`src/rtl/uart_pkg.sv`:
```
// Shared UART definitions: frame-level FSM states and default frame geometry.
package uart_pkg;

  localparam int OVERSAMPLE_DEF = 16;
  localparam int DATA_BITS_DEF  = 8;

  typedef enum logic [1:0] {
    S_IDLE,
    S_START,
    S_DATA,
    S_STOP
  } state_t;

endpackage

```
`src/rtl/uart_receive_sync_2ff.sv`:
```
// Generic two-flop synchronizer for an asynchronous single-bit input.
module sync_2ff #(
  parameter logic RESET_VAL = 1'b1
) (
  input  logic clk_i,
  input  logic rst_ni,
  input  logic d_i,
  output logic q_o
);

  logic meta_q;
  logic sync_q;

  always_ff @(posedge clk_i) begin
    if (!rst_ni) begin
      meta_q <= RESET_VAL;
      sync_q <= RESET_VAL;
    end else begin
      meta_q <= d_i;
      sync_q <= meta_q;
    end
  end

  assign q_o = sync_q;

endmodule

```
`src/rtl/uart_receive.sv`:
```
// 8N1 UART receiver: oversampled start/data/stop sampling with a one-cycle
// DATA_READY strobe and a FRAME_ERR strobe for a low stop bit.
module uart_receive
  import uart_pkg::*;
#(
  parameter int OVERSAMPLE = OVERSAMPLE_DEF,
  parameter int DATA_BITS  = DATA_BITS_DEF
) (
  input  logic                 CLK,
  input  logic                 RST,
  input  logic                 UART_CLK_X16,
  input  logic                 RXD,
  output logic [DATA_BITS-1:0] DATA,
  output logic                 DATA_READY,
  output logic                 FRAME_ERR,
  output logic                 IDLE,
  output state_t               STATE_DBG
);

  localparam int TW = $clog2(OVERSAMPLE);
  localparam int BW = (DATA_BITS > 1) ? $clog2(DATA_BITS) : 1;
  localparam logic [TW-1:0] T_HALF = TW'(OVERSAMPLE / 2 - 1);
  localparam logic [TW-1:0] T_LAST = TW'(OVERSAMPLE - 1);
  localparam logic [BW-1:0] B_LAST = BW'(DATA_BITS - 1);

  state_t                 state_q, state_d;
  logic [TW-1:0]          tcnt_q, tcnt_d;
  logic [BW-1:0]          bcnt_q, bcnt_d;
  logic [DATA_BITS-1:0]   shift_q, shift_d;
  logic [DATA_BITS-1:0]   data_q, data_d;
  logic                   ready_q, ready_d;
  logic                   ferr_q, ferr_d;
  logic                   armed_q, armed_d;
  logic                   rxd_prev_q;
  logic                   rxd_s;
  logic                   start_seen;

  sync_2ff #(.RESET_VAL(1'b1)) u_rxd_sync (
    .clk_i  (CLK),
    .rst_ni (RST),
    .d_i    (RXD),
    .q_o    (rxd_s)
  );

  // A start is a falling edge on the synchronized line, ignored while locked out.
  assign start_seen = rxd_prev_q && !rxd_s && armed_q;

  always_comb begin
    state_d = state_q;
    tcnt_d  = tcnt_q;
    bcnt_d  = bcnt_q;
    shift_d = shift_q;
    data_d  = data_q;
    ready_d = 1'b0;
    ferr_d  = 1'b0;
    armed_d = armed_q | rxd_s;
    case (state_q)
      S_IDLE: begin
        tcnt_d = '0;
        if (start_seen) state_d = S_START;
      end
      S_START: begin
        if (UART_CLK_X16) begin
          if (tcnt_q == T_HALF) begin
            tcnt_d = '0;
            bcnt_d = '0;
            state_d = rxd_s ? S_IDLE : S_DATA;
          end else begin
            tcnt_d = tcnt_q + 1'b1;
          end
        end
      end
      S_DATA: begin
        if (UART_CLK_X16) begin
          if (tcnt_q == T_LAST) begin
            shift_d = {rxd_s, shift_q[DATA_BITS-1:1]};
            tcnt_d  = '0;
            bcnt_d  = bcnt_q + 1'b1;
            if (bcnt_q == B_LAST) state_d = S_STOP;
          end else begin
            tcnt_d = tcnt_q + 1'b1;
          end
        end
      end
      S_STOP: begin
        if (UART_CLK_X16) begin
          if (tcnt_q == T_LAST) begin
            if (rxd_s) begin
              data_d  = shift_q;
              ready_d = 1'b1;
            end else begin
              // Lock out restarts until the line has been seen high again.
              ferr_d  = 1'b1;
              armed_d = 1'b0;
            end
            tcnt_d  = '0;
            state_d = S_IDLE;
          end else begin
            tcnt_d = tcnt_q + 1'b1;
          end
        end
      end
      default: state_d = S_IDLE;
    endcase
  end

  always_ff @(posedge CLK) begin
    if (!RST) begin
      state_q    <= S_IDLE;
      tcnt_q     <= '0;
      bcnt_q     <= '0;
      shift_q    <= '0;
      data_q     <= '0;
      ready_q    <= 1'b0;
      ferr_q     <= 1'b0;
      armed_q    <= 1'b1;
      rxd_prev_q <= 1'b1;
    end else begin
      state_q    <= state_d;
      tcnt_q     <= tcnt_d;
      bcnt_q     <= bcnt_d;
      shift_q    <= shift_d;
      data_q     <= data_d;
      ready_q    <= ready_d;
      ferr_q     <= ferr_d;
      armed_q    <= armed_d;
      rxd_prev_q <= rxd_s;
    end
  end

  assign DATA       = data_q;
  assign DATA_READY = ready_q;
  assign FRAME_ERR  = ferr_q;
  assign IDLE       = (state_q == S_IDLE) && !start_seen;
  assign STATE_DBG  = state_q;

endmodule

```
`config.mk`:
```
export PLATFORM = sky130hd
export DESIGN_NAME = uart_receive
export DESIGN_NICKNAME = d
export VERILOG_FILES = /design/src/rtl/uart_pkg.sv /design/src/rtl/uart_receive_sync_2ff.sv /design/src/rtl/uart_receive.sv
export SDC_FILE = /design/constraint.sdc
export NUM_CORES = 1
export LEC_CHECK = 0
export CAP_MARGIN = 20
export CORE_MARGIN = 5
export CORE_UTILIZATION = 30
export CTS_BUF_LIST = sky130_fd_sc_hd__clkbuf_16
export DETAILED_ROUTE_END_ITERATION = 7
export GPL_TIMING_DRIVEN = 0
export PLACE_DENSITY = 0.55
export SYNTH_ARGS = -nofsm -noshare
export SYNTH_HDL_FRONTEND = slang
export SYNTH_HIERARCHICAL = 1
export SYNTH_SLANG_ARGS = --single-unit
```
`constraint.sdc`:
```
create_clock -name CLK -period 1.9 [get_ports CLK]
set_clock_uncertainty 0.1 [all_clocks]
set_input_delay 0.38 -clock CLK [delete_from_list [all_inputs] [get_ports CLK]]
set_output_delay 0.38 -clock CLK [all_outputs]
set_load 0.005 [all_outputs]
```
; ---- Word-level counts from Yosys, hierarchy flattened
; Index checks and enable logic that the tools add are counted.
[op_classes]
mux = 26
reduce_logical = 14
addsub = 2
n_eq_ne = 15
n_bitwise = 1
[op_table]
columns = op, n
row1 = $mux 2, 9
row2 = $mux 4, 4
row3 = $ne 2x2->1 const B, 8
row4 = $mux 3, 4
row5 = $pmux 4 s3, 1
row6 = $pmux 2 s4, 1
row7 = $reduce_and 4->1, 2
row8 = $reduce_and 8->1, 1
row9 = $mux 1, 6
row10 = $pmux 3 s2, 1
row11 = $reduce_and 5->1, 1
row12 = $add 4x1->4 const B, 1
row13 = $eq 2x2->1 const B, 2
row14 = $eq 4x3->1 const B, 1
row15 = $eq 4x4->1 const B, 1
row16 = $add 3x1->3 const B, 1
row17 = $eq 3x3->1 const B, 1
row18 = $logic_and 1x1->1, 3
row19 = $reduce_and 3->1, 1
row20 = $eq 2x1->1 const B, 1
row21 = $logic_not 1->1, 2
row22 = $logic_not 2->1, 1
row23 = $ne 2x1->1 const B, 1
row24 = $reduce_and 2->1, 1
row25 = 3 further kinds, 3
[word_totals]
register_bits = 31
wordCells = 69
out_inout_bits = 13

; ---- Logic depth before layout (Yosys ltp)
[depth]
depth_word = 5
mapped_depth = 6
mapped_depth_nobuf = 6

; ---- By module
; Netlist, hierarchy kept.
[modules_own_cells]
columns = mod, n_inst, area_per_inst_um2, cells_each, seq_area_each_um2
row1 = uart_receive, 1, 1295.0, 138, 580.6
row2 = sync_2ff, 1, 52.6, 4, 40.0

; ---- Worst setup path before layout
; OpenSTA, ideal clock, no wires.
[synth_path]
path_type = flip-flop to flip-flop
start = register tcnt_q[0]
end = register data_q[6], in the netlist DATA[6]
n_path_buf = 1
arrival_ns = 1.429
period_less_slack_ns = 1.646
setup_ns = 0.116
path_slack_ns = 0.254
required_ns = 1.684
path_stages_with_launch = 7
cell_sequence = dfxtp_1 > ha_1 > and4_1 > nand4_2 > buf_4 > nand3_1 > o21ai_2
[synth_via]
elab_chain_cells = 2
[synth_lines]
columns = element, line_no
row1 = start: declaration, uart_receive.sv:27  ; logic [TW-1:0] tcnt_q, tcnt_d;
row2 = start signal: assignment, uart_receive.sv:120  ; tcnt_q <= tcnt_d;
row3 = $eq 4x4->1, uart_receive.sv:87  ; if (tcnt_q == T_LAST) begin
row4 = $reduce_and 4->1 (no source line), n/a
row5 = end signal: assignment, uart_receive.sv:123  ; data_q <= data_d;
row6 = end: declaration, uart_receive.sv:30  ; logic [DATA_BITS-1:0] data_q, data_d;
; Every way passes these cells.
; A chain may end at the register's enable or synchronous reset.

; ---- Final worst setup path
[layout_path]
start = register tcnt_q[1]
end = register shift_q[6]
[layout_via]
elab_chain_cells = 2
[layout_lines]
columns = element, line_no
row1 = $eq 4x4->1, uart_receive.sv:75  ; if (tcnt_q == T_LAST) begin
row2 = $reduce_and 3->1 (no source line), n/a
row3 = end signal: assignment, uart_receive.sv:122  ; shift_q <= shift_d;
row4 = end: declaration, uart_receive.sv:29  ; logic [DATA_BITS-1:0] shift_q, shift_d;
; Every way passes these cells.

==> summary.md <==
| Metric | Value |
|---|---|
| Post-Synthesis Mean Instance Area | about 9.5 um^2 |
| CTS Root Cell | clkbuf_16 |
| Gp weighted congestion | 0.688 |
| Synthesized net count | 149 |
| Status | finished clean |
| CTS clk-pin slew, worst paths | approximately 50 ps |
| Critical Path RT | 1940 ps |
| Worst setup SP type | flop |
| Max_slew headroom | 0.715 |
| Sw frac | 0.210 |
| Ys Warns | 6 |
| Core Area | roughly 0.0044 mm^2 |
| Most frequent cell after synthesis | dfxtp_1 |
| Part of the power in registers | 0.458 |
| Met2 wire length | between 1000 and 1500 um |
| Post-route cell area | about 0.0017 mm^2 |
| Max-slew violation count | 0 |
| Iter 0 DRT Violations | 35 |
| TritonCTS Buffers | 5 |
| Number of global-route vias before repair | 1081 |
| Die Width | ~77 um |
| Final hold vios | 0 |
| Final period util | 0.933 |
| Async SR Flop Fraction | 0 |
| DR vias | 1084 |
| Worst hold slack | roughly 310 ps |
| First-pass GRT wire length | 5160 um |
| Max Cap Violations | 0 |
| Crit path DAT | approximately 1800 ps |
| Routed wl met3 | between 150 and 200 um |
| Crit Path Class | reg -> reg |
| Antenna violations before repair | 0 |
| DRC | 0 |
| Io pins | 17 |
| Synth unique cells | 34 |
| WL met1 | 1290 um |
| Pwr per Cell Area | between 800 and 900 mW/mm^2 |
| CP max stage delay | approximately 380 ps |
| Slowest cell on the critical path | dfxtp_1 |
| CTS tree | done |
| Number of synthesized flops with an enable pin | 0 |
| Post-route ant nets | 0 |
| Sequential share of the synthesized area | 0.461 |
| LEAKAGE | 0.607 nW |
| Drt pass-1 iters | 4 |
| Share of layout cells above drive strength 1 | 0.183 |
| Max VDD drop | a little under 0.4 mV |
| Remaining Overflow, GRT | 0 |
| Cell taking the most area after synthesis | dfxtp_1 |
| Crit path max fanout | 9 |
| Final core occ | 0.396 |
| Final setup viols | 0 |
| Later-pin clock latency in the skew report | approximately 270 ps |
| Post-synth top area share | 0.461 |
| Final Non-Filler Cells | between 200 and 250 |
| DP Area | roughly 0.0016 mm^2 |
| Worst Setup End Kind | flop |
| Cells after synthesis | 142 |
| #FFs+latches synth | 31 |
| Initial Util | 0.309 |
| Height of the die | around 77 um |
| Port Buf Inserts | 15 |
| Hold Buf Count CTS | 0 |
| Post_cts resized | 8 |
| Clk buf depth | 2 |
| Ant. Diodes | 0 |
| Clock power frac | 0.493 |
| Number of vias per cell | about 5.0 |
| Detailed placer's ending HPWL | a little over 2000 um |
| Switch Pwr | roughly 0.31 mW |
| RSZ-0062 raised after global routing | false |
| CP Cell Sequence | ha_2 > and4_2 > and3_1 > buf_6 > mux2i_1 > nor2_1 |
| Die ar. | just under 0.006 mm^2 |
| Post-CTS setup buffers | 0 |
| Clk sinks | 31 |
| Largest net degree at the start of global routing | 13 |
| # H-tree levels | 2 |
| Comb pwr share | 0.049 |
| DP Cell Count | ~210 |
| Int Power | between 1 and 1.5 mW |
| Final min period | roughly 1800 ps |
| DR top layer | met4 |
| Top cells by area, synth | dfxtp_1 46%, mux2i_1 8.2%, o21ai_2 5.2%, nand3_1 4.5%, nor2_1 4.2% |
| Placement Rows | 24 |
| GRT Total Usage | 0.109 |
| P&R area growth vs syn | 27.9% |
| Post-Syn Area | 0.00135 mm^2 |
| Hold Path Class | in -> reg |
| Overall power | about 1.5 mW |
| FMAX | around 0.56 GHz |
| Routed WL per cell | ~13 um |
| Final WL | 2900 um |
| Tightest Pin Transition | around 430 ps |
| Predominant post-synthesis flop cell | dfxtp_1 |
| Synth top cells by count | 31 x dfxtp_1, 15 x nor2_1, 12 x nand3_1 |
| Fin nets | 170 |
## metal layers
| layer | GRT usage | up-vias |
|---|---|---|
| met1 | 0.132 | 513 |
| met2 | 0.166 | 28 |
| met5 | 0 | - |
| met4 | 0.0584 | 0 |
| li1 | - | 535 |
| met3 | 0.0410 | 8 |
## through the flow
stage	setup TNS, ps	setup slack [ps]
CTS	0	4.10
floorplan	0	254
global placement	-1470	-199
finish	0	127
detailed placement	-1110	-165
global route	0	2.88
## power groups by stage
stage	registers [mW]	logic, mW	clock network [mW]
6_report	0.674	0.0722	0.727
4_1_cts	0.672	0.0724	0.752
5_1_grt	0.674	0.0808	0.775
3_3_place_gp	0.676	0.0832	0
3_5_place_dp	0.677	0.0838	0
2_1_floorplan	0.675	0.0537	0
## registers in the layout (all words and copies together), names as in the netlist, named ones only
| register | flops |
|---|---|
| DATA | 8 |
| DATA_READY | 1 |
| FRAME_ERR | 1 |
| STATE_DBG | 1 |
| armed_q | 1 |
| bcnt_q | 3 |
| rxd_prev_q | 1 |
| shift_q | 8 |
| tcnt_q | 4 |
| u_rxd_sync/meta_q | 1 |
| u_rxd_sync/q_o | 1 |
## layout by cell type, fill, tap and decap left out, types with 3 or more instances in the layout
master,n
clkbuf_16,5
dfxtp_2,3
dfxtp_1,28
nand2_1,10
o21ai_0,3
clkdlybuf4s50_1,14
a21oi_1,3
and3_1,5
nand3_1,12
mux2i_1,11
inv_1,5
nor2_1,14
o21ai_2,8
nand2b_1,6
## logic make-up after synthesis
kind of cell	after synthesis	share of synthesized area
AOI/OAI and AO/OA	25	0.145
xor gates and xnor gates	1	0.00650
adders and majority gates	3	0.0279
buffers and inverters	14	0.0585
DFF	31	0.461
muxes	11	0.0817
and+or+nand+nor	57	0.220
## final timing paths
| check | start | to | slack (ps) | cells after the start |
|---|---|---|---|---|
| worst min-delay path | UART_CLK_X16 | tcnt_q[3] | 310 | 2 |
| worst min register to register | u_rxd_sync/meta_q | u_rxd_sync/q_o | 310 | 1 |
| worst max-delay path | tcnt_q[1] | shift_q[6] | 130 | 6 |
| worst max register to register | tcnt_q[1] | shift_q[6] | 130 | 6 |
## final cells by class
| type | count | area, um^2 |
|---|---|---|
| Fill cell | 434 | 2630 |
| Clock inverter | 3 | 11.3 |
| Tap cell | 52 | 65.1 |
| Timing Repair Buffer | 15 | 149 |
| Clock buffer | 5 | 125 |
| Multi-Input combinational cell | 97 | 663 |
| Sequential cell | 31 | 624 |
| Inverter | 4 | 15.0 |
| Buffer | 9 | 70.1 |
## worst max-delay path: cells and delay by family (launching register included)
| kind | cells | cell delay (ps) |
|---|---|---|
| buffers and inverters | 1 | 160 |
| DFF | 1 | 380 |
| and+or+nand+nor | 3 | 550 |
| adders and majority gates | 1 | 270 |
| muxes | 1 | 190 |
(Power assumes the default switching activity.)
